$ cat src/rtl/arm_mc_pkg.sv
// Shared types and constants for the multicycle LDM/STM block-transfer path.
// Provides the sequencer state enum, PC index, word stride and a popcount helper.
package arm_mc_pkg;

    typedef enum logic [1:0] {
        IDLE = 2'd0,
        XFER = 2'd1,
        WB   = 2'd2,
        DONE = 2'd3
    } seq_state_t;

    localparam logic [3:0] REG_PC     = 4'd15;
    localparam int         WORD_BYTES = 4;

    function automatic logic [4:0] popcount16(input logic [15:0] v);
        logic [4:0] c;
        c = '0;
        for (int i = 0; i < 16; i++) begin
            c = c + 5'(v[i]);
        end
        return c;
    endfunction

endpackage

$ cat src/rtl/lowbit_enc.sv
// Priority encoder: index of the lowest set bit of a 16-bit vector.
// Ports: vec_i (list), idx_o (lowest set index, 0 if none), valid_o (any bit set).
module lowbit_enc (
    input  logic [15:0] vec_i,
    output logic [3:0]  idx_o,
    output logic        valid_o
);

    always_comb begin
        idx_o = 4'd0;
        for (int i = 15; i >= 0; i--) begin
            if (vec_i[i]) begin
                idx_o = 4'(i);
            end
        end
    end

    assign valid_o = |vec_i;

endmodule

$ cat src/rtl/ldm_stm_sequencer.sv
// LDM/STM sequencer: walks a register list, one memory word per beat,
// then optionally writes the final address back to the base register.
// Ports: clk, reset (async active-low); start/load/up/pre/wback/rn/base/reglist
// command; busy/done status; rf_ra/rf_rd store read; rf_we4/wa4/wd4 load write;
// rf_we3/wa3/wd3 base writeback; pc_we/pc_wd load to R15; mem_* beat handshake.
module ldm_stm_sequencer
    import arm_mc_pkg::*;
#(
    parameter int WIDTH = 32
) (
    input  logic             clk,
    input  logic             reset,
    input  logic             start,
    input  logic             load,
    input  logic             up,
    input  logic             pre,
    input  logic             wback,
    input  logic [3:0]       rn,
    input  logic [WIDTH-1:0] base,
    input  logic [15:0]      reglist,
    output logic             busy,
    output logic             done,
    output logic [3:0]       rf_ra,
    input  logic [WIDTH-1:0] rf_rd,
    output logic             rf_we4,
    output logic [3:0]       rf_wa4,
    output logic [WIDTH-1:0] rf_wd4,
    output logic             rf_we3,
    output logic [3:0]       rf_wa3,
    output logic [WIDTH-1:0] rf_wd3,
    output logic             pc_we,
    output logic [WIDTH-1:0] pc_wd,
    output logic             mem_req,
    output logic             mem_we,
    output logic [WIDTH-1:0] mem_addr,
    output logic [WIDTH-1:0] mem_wdata,
    input  logic [WIDTH-1:0] mem_rdata,
    input  logic             mem_ready
);

    localparam logic [WIDTH-1:0] STRIDE = WIDTH'(WORD_BYTES);

    seq_state_t       state_q;
    logic [15:0]      list_q;
    logic [WIDTH-1:0] addr_q;
    logic [WIDTH-1:0] final_q;
    logic             load_q;
    logic             wben_q;
    logic [3:0]       rn_q;

    logic [3:0]       cur_idx;
    logic             cur_vld;
    logic [15:0]      rest;
    logic [WIDTH-1:0] span;
    logic [WIDTH-1:0] first_d;
    logic [WIDTH-1:0] final_d;
    logic             beat;
    logic             in_xfer;
    logic             st_xfer;
    logic             ld_beat;
    logic             is_pc;

    lowbit_enc u_enc (
        .vec_i   (list_q),
        .idx_o   (cur_idx),
        .valid_o (cur_vld)
    );

    // List with the current register removed; empty means this is the last beat.
    assign rest = list_q & ~(16'(1) << cur_idx);

    // Lowest register always sits at the lowest address, so decrementing
    // modes start at the bottom of the block and still count upwards.
    assign span    = WIDTH'({popcount16(reglist), 2'b00});
    assign final_d = up ? base + span : base - span;
    always_comb begin
        first_d = base;
        unique case (1'b1)
            up && pre:   first_d = base + STRIDE;
            up && !pre:  first_d = base;
            !up && pre:  first_d = base - span;
            !up && !pre: first_d = base - span + STRIDE;
            default:     first_d = base;
        endcase
    end

    assign in_xfer = (state_q == XFER);
    assign beat    = in_xfer && mem_ready && cur_vld;

    always_ff @(posedge clk or negedge reset) begin
        if (!reset) begin
            state_q <= IDLE;
            list_q  <= '0;
            addr_q  <= '0;
            final_q <= '0;
            load_q  <= 1'b0;
            wben_q  <= 1'b0;
            rn_q    <= '0;
        end else begin
            unique case (state_q)
                IDLE: begin
                    if (start) begin
                        list_q  <= reglist;
                        addr_q  <= first_d;
                        final_q <= final_d;
                        load_q  <= load;
                        rn_q    <= rn;
                        // A loaded base value beats the writeback.
                        wben_q  <= wback && (|reglist) && !(load && reglist[rn]);
                        // An empty list still passes through WB (with
                        // writeback off) so done lands two cycles after start.
                        state_q <= (reglist == '0) ? WB : XFER;
                    end
                end
                XFER: begin
                    if (beat) begin
                        list_q <= rest;
                        addr_q <= addr_q + STRIDE;
                        if (rest == '0) begin
                            state_q <= WB;
                        end
                    end
                end
                WB:      state_q <= DONE;
                DONE:    state_q <= IDLE;
                default: state_q <= IDLE;
            endcase
        end
    end

    assign st_xfer = in_xfer && !load_q;
    assign ld_beat = beat && load_q;
    assign is_pc   = (cur_idx == REG_PC);

    assign busy      = (state_q != IDLE);
    assign done      = (state_q == DONE);
    assign mem_req   = in_xfer;
    assign mem_we    = st_xfer;
    assign mem_addr  = in_xfer ? addr_q : '0;
    assign rf_ra     = st_xfer ? cur_idx : '0;
    assign mem_wdata = st_xfer ? rf_rd : '0;

    assign rf_we4 = ld_beat && !is_pc;
    assign rf_wa4 = rf_we4 ? cur_idx : '0;
    assign rf_wd4 = rf_we4 ? mem_rdata : '0;
    assign pc_we  = ld_beat && is_pc;
    assign pc_wd  = pc_we ? mem_rdata : '0;

    assign rf_we3 = (state_q == WB) && wben_q;
    assign rf_wa3 = rf_we3 ? rn_q : '0;
    assign rf_wd3 = rf_we3 ? final_q : '0;

endmodule

$ cat config.mk
export PLATFORM = sky130hd
export DESIGN_NAME = ldm_stm_sequencer
export DESIGN_NICKNAME = d
export VERILOG_FILES = /design/src/rtl/arm_mc_pkg.sv /design/src/rtl/lowbit_enc.sv /design/src/rtl/ldm_stm_sequencer.sv
export SDC_FILE = /design/constraint.sdc
export NUM_CORES = 1
export LEC_CHECK = 0
export ABC_CLOCK_PERIOD_IN_PS = 8740
export CORE_ASPECT_RATIO = 0.5
export CORE_MARGIN = 2
export CORE_UTILIZATION = 50
export CTS_BUF_LIST = sky130_fd_sc_hd__clkbuf_16
export CTS_CLUSTER_DIAMETER = 80
export CTS_CLUSTER_SIZE = 14
export DETAILED_ROUTE_END_ITERATION = 6
export GPL_TIMING_DRIVEN = 0
export MAX_ROUTING_LAYER = met4
export PLACE_DENSITY = 0.92
export SYNTH_ARGS = -nofsm -noshare
export SYNTH_HDL_FRONTEND = slang
export SYNTH_SLANG_ARGS = --single-unit
export TNS_END_PERCENT = 10
$ cat constraint.sdc
create_clock -name clk -period 8.74 [get_ports clk]
set_input_delay 1.748 -clock clk [delete_from_list [all_inputs] [get_ports clk]]
set_output_delay 1.748 -clock clk [all_outputs]
set_load 0.02 [all_outputs]
==> Yosys cells after proc, flatten, opt, wreduce, memory -nomap -nowiden <==
Index checks and enable logic that the tools add are counted.
Widths: inputs -> output; s select.
{ "totals": {"register_bits": 88, "latch_bits": 0, "mem_bits_rw": 0, "romBits": 0, "input_bits": 124, "mem_count": 0} }
{ "classes": {"addsub": 20, "multipliers": 0, "n_div": 0, "n_lt_le_gt_ge": 1, "n_eq_ne": 7, "n_shift": 1, "mux": 39, "bitwise_logic": 2, "reduce_logical": 28} }
{ "op_table": {"columns": ["operator", "n"], "rows": [
  ["$mux 32", 8],
  ["$add 32x3->32 const B", 3],
  ["$pmux 32 s3", 1],
  ["$mux 4", 19],
  ["$pmux 32 s2", 1],
  ["$add 5x1->5", 11],
  ["$add 32x7->32", 1],
  ["$logic_not 16->1", 2],
  ["$mux 16", 2],
  ["$pmux 16 s2", 1],
  ["$reduce_or 16->1", 2],
  ["$sub 32x7->32", 1],
  ["$and 16x16->16", 1],
  ["$not 16->16", 1],
  ["$shl 1x4->16 const A", 1],
  ["$logic_and 1x1->1", 13],
  ["$mux 2", 4],
  ["$pmux 2 s4", 1],
  ["$reduce_and 3->1", 2],
  ["$add 4x1->5", 1],
  ["$logic_not 1->1", 5],
  ["$lt 4x5->1 const B", 1],
  ["$add 3x1->4", 1],
  ["$bmux 1 s4", 1],
  ["11 further kinds", 14]
]} }

==> Longest topological paths before layout <==
Gate-level depths: netlist (run 1).
{ "logic_depth": {"depth_word": 23, "ltp_mapped": 26, "depth_no_buf": 24} }

==> Modules after synthesis <==
A second synthesis (run 1) with hierarchy kept.
{ "hier_totals": {"hier_cells": 1423, "area_unflattened_um2": 10302.4} }
{ "by_module_without_submodules": {"columns": ["module", "n_inst", "cells_each", "area_each_um2", "seq_area_each_um2"], "rows": [
  ["ldm_stm_sequencer", 1, 1389, 10126.0, 2202.1],
  ["lowbit_enc", 1, 34, 176.4, 0.0]
]} }

==> Worst setup path after synthesis (run 1) <==
OpenSTA, ideal clock, no wires.
{ "synth_timing": {"path_kind": "input to register", "from": "input reglist[0]", "to": "register addr_q[28]", "setup_time_ns": 0.135, "t_arrival_ns": 7.592, "required_time_ns": 8.605, "setup_slack_ns": 1.013, "path_stages": 24, "n_path_buf": 3, "path_cell_list": "inv_1 -> fa_1 -> fa_1 -> fa_1 -> fa_1 -> inv_1 -> ha_1 -> fa_1 -> a21o_1 -> and2_1 -> ha_1 -> buf_4 -> nor2b_1 -> buf_2 -> or3_1 -> or3_1 -> a222oi_1 -> and2_1 -> buf_4 -> nand3_4 -> or4_1 -> xor2_1 -> mux2i_1 -> o31ai_1"} }
{ "synth_between": {"elab_chain_len": 20} }
{ "synth_lines": {"columns": ["element", "line", "rtl"], "rows": [
  ["start: declaration", "ldm_stm_sequencer.sv:20", "input logic [15:0] reglist,"],
  ["$add 1x1->2 *", "arm_mc_pkg.sv:19", "c = c + 5'(v[i]);"],
  ["$add 2x1->3 *", "arm_mc_pkg.sv:19", null],
  ["$add 3x1->4 *", "arm_mc_pkg.sv:19", null],
  ["$add 4x1->5 *", "arm_mc_pkg.sv:19", null],
  ["$add 5x1->5 * (11 in a row)", "arm_mc_pkg.sv:19", null],
  ["$sub 32x7->32 *", "ldm_stm_sequencer.sv:81, ldm_stm_sequencer.sv:82", null],
  ["$add 32x3->32", "ldm_stm_sequencer.sv:82", "!up && !pre: first_d = base - span + STRIDE;"],
  ["$pmux 32 s3 *", "ldm_stm_sequencer.sv:78", "unique case (1'b1)"],
  ["$mux 32 *", "ldm_stm_sequencer.sv:102", "if (start) begin"],
  ["$pmux 32 s2 *", "ldm_stm_sequencer.sv:100", "unique case (state_q)"],
  ["end signal: assignment", "ldm_stm_sequencer.sv:104", "addr_q <= first_d;"],
  ["end signal: assignment", "ldm_stm_sequencer.sv:118", "addr_q <= addr_q + STRIDE;"],
  ["end: declaration", "ldm_stm_sequencer.sv:45", "logic [WIDTH-1:0] addr_q;"]
]} }
Every way passes the cells marked *; elsewhere a longest branch is shown, timed or not. The select of a mux whose other input is x is not followed.
A chain may end at the register's enable or synchronous reset.

==> Worst setup path after layout (run 1) <==
{ "layout_timing": {"from": "input reglist[11]", "to": "register addr_q[22]"} }
{ "layout_between": {"elab_chain_len": 10} }
{ "layout_lines": {"columns": ["element", "line"], "rows": [
  ["$add 5x1->5 * (5 in a row)", "arm_mc_pkg.sv:19"],
  ["$sub 32x7->32 *", "ldm_stm_sequencer.sv:81, ldm_stm_sequencer.sv:82"],
  ["$add 32x3->32", "ldm_stm_sequencer.sv:82"],
  ["$pmux 32 s3 *", "ldm_stm_sequencer.sv:78"],
  ["$mux 32 *", "ldm_stm_sequencer.sv:102"],
  ["$pmux 32 s2 *", "ldm_stm_sequencer.sv:100"]
]} }
Marked as above.

==> flow_summary.yaml, run 1 <==
timing:
  final.min_clock_period_ns: 8.62
  final-setup-viol-count: 0
  final.setup_skew_ns: 0.00939
  setup_repair_after_global_routing_missed_its_margin: "yes"
  final_worst_setup_slack_ns: 0.123
  setup_tns_final_ns: 0
  max_clock_freq_mhz: 116
  finalHoldViolCount: 0
  timing.max_slew.rel_slack: 0.278
  slew_viol_final: 0
  worstMarginPinSlew_ns: 1.07
  min_period_over_period: 0.986
critical_path:
  timing.critical_path.from_type: "primary input"
  reg2reg_setup_slack_ns: 4.48
  worst_path_max_delay_cell: "sky130_fd_sc_hd__fa_1"
  timing.critical_path.fanout_max: 10
  setup.worst_path.class: "primary input to register"
  crit_path_frequent_cell: "sky130_fd_sc_hd__fa_1"
  worst-endpoint-required_ns: 8.99
  cp_slowest_stage_delay_ns: 0.55
  setup.worst_path.end_class: "register"
  cp_data_arrival_time_ns: 8.86
power:
  leakagePower_nw: 5.43
  power_density_nw_per_um2: 290
  vdd.ir_drop.worst_v: 0.000198
  p_total_w: 0.00396
synthesis:
  synth_most_common_cell: "sky130_fd_sc_hd__nand2_1"
  synthesized_netlist_cell_count: 1372
  postSynthAreaPerCell_um2: 7.27
  synth-seq-cells: 88
  ys_seq_area_frac: 0.221
  synth_enable_flop_cells: 0
  netlist.top_cell.by_area: "sky130_fd_sc_hd__dfrtp_1"
  synthTopCellsByArea: "sky130_fd_sc_hd__dfrtp_1 22%, sky130_fd_sc_hd__and2_1 6.5%, sky130_fd_sc_hd__o21ai_0 6.0%, sky130_fd_sc_hd__and3_1 5.6%, sky130_fd_sc_hd__nand2_1 5.2%"
  synth-async-reset-ratio: 1.00
  synth_commonest_cells: "139 x sky130_fd_sc_hd__nand2_1, 119 x sky130_fd_sc_hd__o21ai_0, 104 x sky130_fd_sc_hd__and2_1"
  mappedNetlistNets: 1535
  ys_warnings: 0
  post_synth_instance_area_um2: 9970
  post_synth_num_cell_types: 84
  top_flip_flop_cell_by_instance_count_after_synthesis: "sky130_fd_sc_hd__dfrtp_1"
  synth.top_cell.area_share: 0.221
drt:
  first_iter_violations: 1624
  wl_per_cell_um: 23.0
  vias_per_cell: 6.34
  post-route-drc-count: 0
  route.vias.total: 12400
  antenna_left: 0
  drt_first_pass_iters: 5
  detail_route.wirelength_mm: 45.1
global_route:
  wire_length_of_the_first_global_routing_pass_mm: 67.6
  initial_antenna_violation_count: 6
  grt_overflow: 0
  global_router_s_overall_resource_usage: 0.429
  first_global_vias: 11300
  grt_max_degree: 73
cts:
  tritoncts.num_buffers: 9
  cts_root_buf: "sky130_fd_sc_hd__clkbuf_16"
  numClockSinks: 88
  clk_pin_slew_ns: 0.08
  tritoncts_clock_tree: "done"
  cts.htree.levels: 3
  worst_skew_late_latency_ns: 0.36
  cts_buffer_depth: 2
floorplanning:
  effective_utilization_at_floorplan: 0.511
  row_cnt: 36
  floorplan.core_area_um2: 19500
  die_area_um2: 21200
  die_outline_height_um: 104
  boundaryPins: 303
  die_x_um: 204
placed_design:
  placed_cell_area_um2: 13300
  place_ws_ns: -0.467
  placedCellCount: 1931
  io_buffer_count: 292
  finalWeightedCongestion: 1.03
  dpl.hpwl_mm: 35.4
cells_and_area:
  layout.cell_area.non_filler_um2: 13700
  final_net_count: 1841
  fillers: 1691
  multi_input_comb_area_um2: 7220
  flow.area_growth_from_synthesis_pct: 37.1
  proportion_of_layout_cells_with_a_drive_suffix_above_1: 0.0523
  sequential_cell_area_um2: 2200
  stdcell_count: 1955
job:
  max_cap_violations: 0
hold_path:
  type_of_the_most_critical_hold_path: "register to register"
outcome:
  status: "finished, final reports clean"
-- timing repair --
item,in CTS,in global routing
pin swaps,2,8
setup buffers,2,0
setup endpoints to repair,6,14
hold buffers,0,0
gates cloned,0,0
resized for setup,2,20
-- path summary, 6_finish.rpt --
check / start / to / cells past startpoint
max in group asynchronous: reset / list_q[7] / 2
min reg2reg: final_q[5] / final_q[5] / 2
max: reglist[11] / addr_q[22] / 26
min in group asynchronous: reset / final_q[13] / 1
max reg2reg: list_q[0] / addr_q[23] / 11
min: final_q[5] / final_q[5] / 2
-- registers in the layout, summed over array words and instances (netlist names) --
register	cells
addr_q	32
final_q	32
list_q	16
rn_q	4
state_q	2
load_q	1
wben_q	1
-- worst max-delay path, delay by kind of cell --
kind	cells	cell delay (ns)
AO/OA/AOI/OAI	5	1.06
AND/OR/NAND/NOR	7	1.77
adder cells (fa/ha/maj)	7	2.96
buffers and inverters	7	1.31
-- cell usage in the layout (no fill, tap or decap), drive strengths merged, types with 66 or more instances in the layout --
cell,n
and2,105
clkbuf,97
a21oi,77
and3,89
clkdlybuf4s50,291
o21ai,122
dfrtp,88
inv,66
nor2,99
nand2,140
-- layer usage --
layer  routed length (um)  share of wire  vias to the layer above  track usage
met3                 5680           0.13                      135        0.123
met4                 2080          0.046                        0        0.188
li1                     -              -                     5539            -
met1                17400           0.39                     5845        0.541
met2                19900           0.44                      876        0.640
met5                    0              0                        -            -
-- power by group --
part	switching [W]	total, W	internal, W
Combinational	0.00171	0.00275	0.00104
Sequential	0.000210	0.000825	0.000615
Clock	0.000193	0.000393	0.000200
-- stage by stage --
step	util	hold WS, ns
2_1_floorplan	-	0.442
3_3_place_gp	0.678	0.456
3_5_place_dp	0.679	0.463
4_1_cts	0.696	0.479
5_1_grt	0.701	0.501
6_report	0.701	0.479
-- final cells by class --
class	instances	share of cell area
Inverter	61	0.0167
Tap cell	266	0.0243
Clock inverter	7	0.00448
Sequential cell	88	0.161
Buffer	105	0.0310
Clock buffer	9	0.0165
Timing Repair Buffer	295	0.217
Antenna cell	6	0.00110
Multi-Input combinational cell	1118	0.528
-- cell families (layout without fill, tap and decap cells) --
logic type / count (synthesis) / after routing / share of synthesized area
AND/OR/NAND/NOR: 622 / 622 / 0.335
adder cells (fa/ha/maj): 39 / 39 / 0.0580
multiplexers: 24 / 24 / 0.0320
other: 0 / 6 / 0
AO/OA/AOI/OAI: 360 / 360 / 0.226
XOR/XNOR: 73 / 73 / 0.0641
buffers and inverters: 166 / 477 / 0.0649
flip-flops: 88 / 88 / 0.221
Power figures use the tool's default switching activity.
==> run 2: changes to the inputs <==
--- a/config.mk
+++ b/config.mk
@@ -10,13 +10,13 @@
 export CORE_MARGIN = 2
 export CORE_UTILIZATION = 50
 export CTS_BUF_LIST = sky130_fd_sc_hd__clkbuf_16
-export CTS_CLUSTER_DIAMETER = 80
 export CTS_CLUSTER_SIZE = 14
 export DETAILED_ROUTE_END_ITERATION = 6
 export GPL_TIMING_DRIVEN = 0
 export MAX_ROUTING_LAYER = met4
-export PLACE_DENSITY = 0.92
+export PLACE_DENSITY = 0.91
 export SYNTH_ARGS = -nofsm -noshare
 export SYNTH_HDL_FRONTEND = slang
+export SYNTH_HIERARCHICAL = 1
 export SYNTH_SLANG_ARGS = --single-unit
 export TNS_END_PERCENT = 10
==> flow_summary.yaml, run 2 <==
floorplanning:
  effective_utilization_at_floorplan: 0.506
  die_outline_height_um: 106
  boundaryPins: 303
  row_cnt: 37
  die_area_um2: 21800
  floorplan.core_area_um2: 20400
  die_x_um: 207
power:
  power_density_nw_per_um2: 285
  p_total_w: 0.00401
  vdd.ir_drop.worst_v: 0.000170
  leakagePower_nw: 5.42
cells_and_area:
  final_core_utilization: 0.691
  layout_top_registers: "addr_q x32, final_q x32, list_q x16"
  most_frequent_cells_in_the_layout: "295 x sky130_fd_sc_hd__clkdlybuf4s50_1, 148 x sky130_fd_sc_hd__nand2_1, 142 x sky130_fd_sc_hd__and2_1"
  proportion_of_layout_cells_with_a_drive_suffix_above_1: 0.0517
  sequential_cell_area_um2: 2200
  fillers: 1688
  layout.cells.most_common: "sky130_fd_sc_hd__clkdlybuf4s50_1"
  flow.area_growth_from_synthesis_pct: 36.7
  final_net_count: 1899
  multi_input_comb_area_um2: 7530
  stdcell_count: 2024
synthesis:
  synth.top_cell.area_share: 0.214
  post_synth_num_cell_types: 83
  synth_commonest_cells: "148 x sky130_fd_sc_hd__nand2_1, 142 x sky130_fd_sc_hd__and2_1, 122 x sky130_fd_sc_hd__o21ai_0"
  netlist.top_cell.by_area: "sky130_fd_sc_hd__dfrtp_1"
  synth-async-reset-ratio: 1.00
  synthesized_netlist_cell_count: 1423
  top_flip_flop_cell_by_instance_count_after_synthesis: "sky130_fd_sc_hd__dfrtp_1"
  mappedNetlistNets: 1586
  ys_warnings: 6
  synth_most_common_cell: "sky130_fd_sc_hd__nand2_1"
  postSynthAreaPerCell_um2: 7.24
  synth_enable_flop_cells: 0
  post_synth_instance_area_um2: 10300
  ys_seq_area_frac: 0.214
  synth-seq-cells: 88
  synthTopCellsByArea: "sky130_fd_sc_hd__dfrtp_1 21%, sky130_fd_sc_hd__and2_1 8.6%, sky130_fd_sc_hd__o21ai_0 5.9%, sky130_fd_sc_hd__nand2_1 5.4%, sky130_fd_sc_hd__xnor2_1 4.0%"
job:
  max_cap_violations: 0
global_route:
  grt_overflow: 0
  global_router_s_overall_resource_usage: 0.467
  first_global_vias: 12100
  wire_length_of_the_first_global_routing_pass_mm: 75.5
  initial_antenna_violation_count: 10
  grt_max_degree: 73
cts:
  clk_pin_slew_ns: 0.07
  tritoncts.num_buffers: 9
  cts.htree.levels: 3
  cts_buffer_depth: 2
  cts_root_buf: "sky130_fd_sc_hd__clkbuf_16"
  cts.hold.buffers_added: 0
  tritoncts_clock_tree: "done"
  worst_skew_late_latency_ns: 0.36
  numClockSinks: 88
timing:
  timing.max_slew.rel_slack: 0.275
  setup_repair_after_global_routing_missed_its_margin: "no"
  slew_viol_final: 0
  max_clock_freq_mhz: 116
  worstMarginPinSlew_ns: 1.08
  setup_tns_final_ns: 0
  min_period_over_period: 0.983
  final-setup-viol-count: 0
  final_worst_setup_slack_ns: 0.152
  final.setup_skew_ns: 0.0162
  finalHoldViolCount: 0
  final.min_clock_period_ns: 8.59
drt:
  wl_per_cell_um: 25.6
  vias_per_cell: 6.61
  antenna_left: 0
  drt_first_pass_iters: 7
  post-route-drc-count: 22
  route.vias.total: 13400
  first_iter_violations: 2022
  detail_route.wirelength_mm: 51.8
critical_path:
  worst-endpoint-required_ns: 9.02
  setup.worst_path.end_class: "register"
  reg2reg_setup_slack_ns: 5.00
  timing.critical_path.from_type: "primary input"
  cp_data_arrival_time_ns: 8.86
  setup.worst_path.class: "primary input to register"
  timing.critical_path.fanout_max: 8
placed_design:
  io_buffer_count: 296
  place_ws_ns: -1.28
  placedCellCount: 1993
  dpl.hpwl_mm: 41.6
  finalWeightedCongestion: 1.06
hold_path:
  type_of_the_most_critical_hold_path: "register to register"
outcome:
  status: "finished with violations"
  violations: "DRC"
[run 2: area by class of cell]
| class | instances | share of cell area |
|---|---|---|
| Antenna cell | 10 | 0.00178 |
| Buffer | 101 | 0.0287 |
| Clock buffer | 9 | 0.0160 |
| Clock inverter | 7 | 0.00551 |
| Inverter | 64 | 0.0171 |
| Multi-Input combinational cell | 1168 | 0.535 |
| Sequential cell | 88 | 0.156 |
| Tap cell | 273 | 0.0243 |
| Timing Repair Buffer | 304 | 0.216 |
[run 2: kinds of logic (layout without fill, tap and decap cells)]
family | Yosys count | count (layout) | synth area share
AND/OR/NAND/NOR | 672 | 672 | 0.346
AO/OA/AOI/OAI | 356 | 356 | 0.223
buffers and inverters | 167 | 485 | 0.0627
flip-flops | 88 | 88 | 0.214
XOR/XNOR | 68 | 68 | 0.0578
adder cells (fa/ha/maj) | 39 | 39 | 0.0561
multiplexers | 33 | 33 | 0.0397
other | 0 | 10 | 0
[run 2: worst paths after layout]
| check | start | endpoint | cells after the start |
|---|---|---|---|
| max | reglist[5] | addr_q[30] | 22 |
| min | addr_q[1] | addr_q[1] | 2 |
| max reg2reg | state_q[1] | addr_q[8] | 8 |
| min reg2reg | addr_q[1] | addr_q[1] | 2 |
| max in group asynchronous | reset | addr_q[18] | 2 |
| min in group asynchronous | reset | final_q[18] | 1 |
[run 2: worst max-delay path, stage by stage]
cell and delay (ns):
sky130_fd_sc_hd__clkdlybuf4s50_1 0.54, sky130_fd_sc_hd__inv_1 0.10, sky130_fd_sc_hd__fa_1 0.57, sky130_fd_sc_hd__fa_1 0.44, sky130_fd_sc_hd__fa_1 0.49, sky130_fd_sc_hd__fa_1 0.51
sky130_fd_sc_hd__inv_1 0.04, sky130_fd_sc_hd__ha_1 0.20, sky130_fd_sc_hd__fa_2 0.38, sky130_fd_sc_hd__a21o_1 0.17, sky130_fd_sc_hd__and2_1 0.24, sky130_fd_sc_hd__ha_4 0.29
sky130_fd_sc_hd__nor2b_2 0.40, sky130_fd_sc_hd__nor3_2 0.16, sky130_fd_sc_hd__and3_1 0.21, sky130_fd_sc_hd__clkbuf_1 0.17, sky130_fd_sc_hd__nor4_1 0.40, sky130_fd_sc_hd__o21ai_0 0.36
sky130_fd_sc_hd__or4b_4 0.68, sky130_fd_sc_hd__or3_1 0.42, sky130_fd_sc_hd__and2_4 0.17, sky130_fd_sc_hd__o211ai_2 0.15
[run 2: power by group]
part | total [W] | internal (W) | switching, W | leakage (nW)
clock network | 0.000415 | 0.000225 | 0.000190 | 0.142
registers | 0.000854 | 0.000617 | 0.000237 | 1.07
logic | 0.00274 | 0.00101 | 0.00174 | 4.20
total | 0.00401 | 0.00185 | 0.00216 | 5.42
[run 2: per-stage QoR]
| step | cell area (um^2) | hold slack (ns) |
|---|---|---|
| 3_3_place_gp | 13600 | 0.455 |
| 6_report | 14100 | 0.480 |
| 3_5_place_dp | 13600 | 0.464 |
| 4_1_cts | 14000 | 0.479 |
| 5_1_grt | 14100 | 0.496 |
| 2_1_floorplan | 10300 | 0.441 |
[run 2: metal layers]
metal  track usage  vias to the layer above  routed length, um
met1         0.585                     6297              19100
met4         0.255                        0               3460
met3         0.114                      213               7040
met5             -                        -                  0
li1              -                     5746                  -
met2         0.697                     1125              22300
[run 2: what timing repair did]
item,in CTS,in global routing
gates resized for setup,9,14
buffers inserted,3,3
cloned,0,0
setup endpoints to repair,11,14
pin swaps,3,9
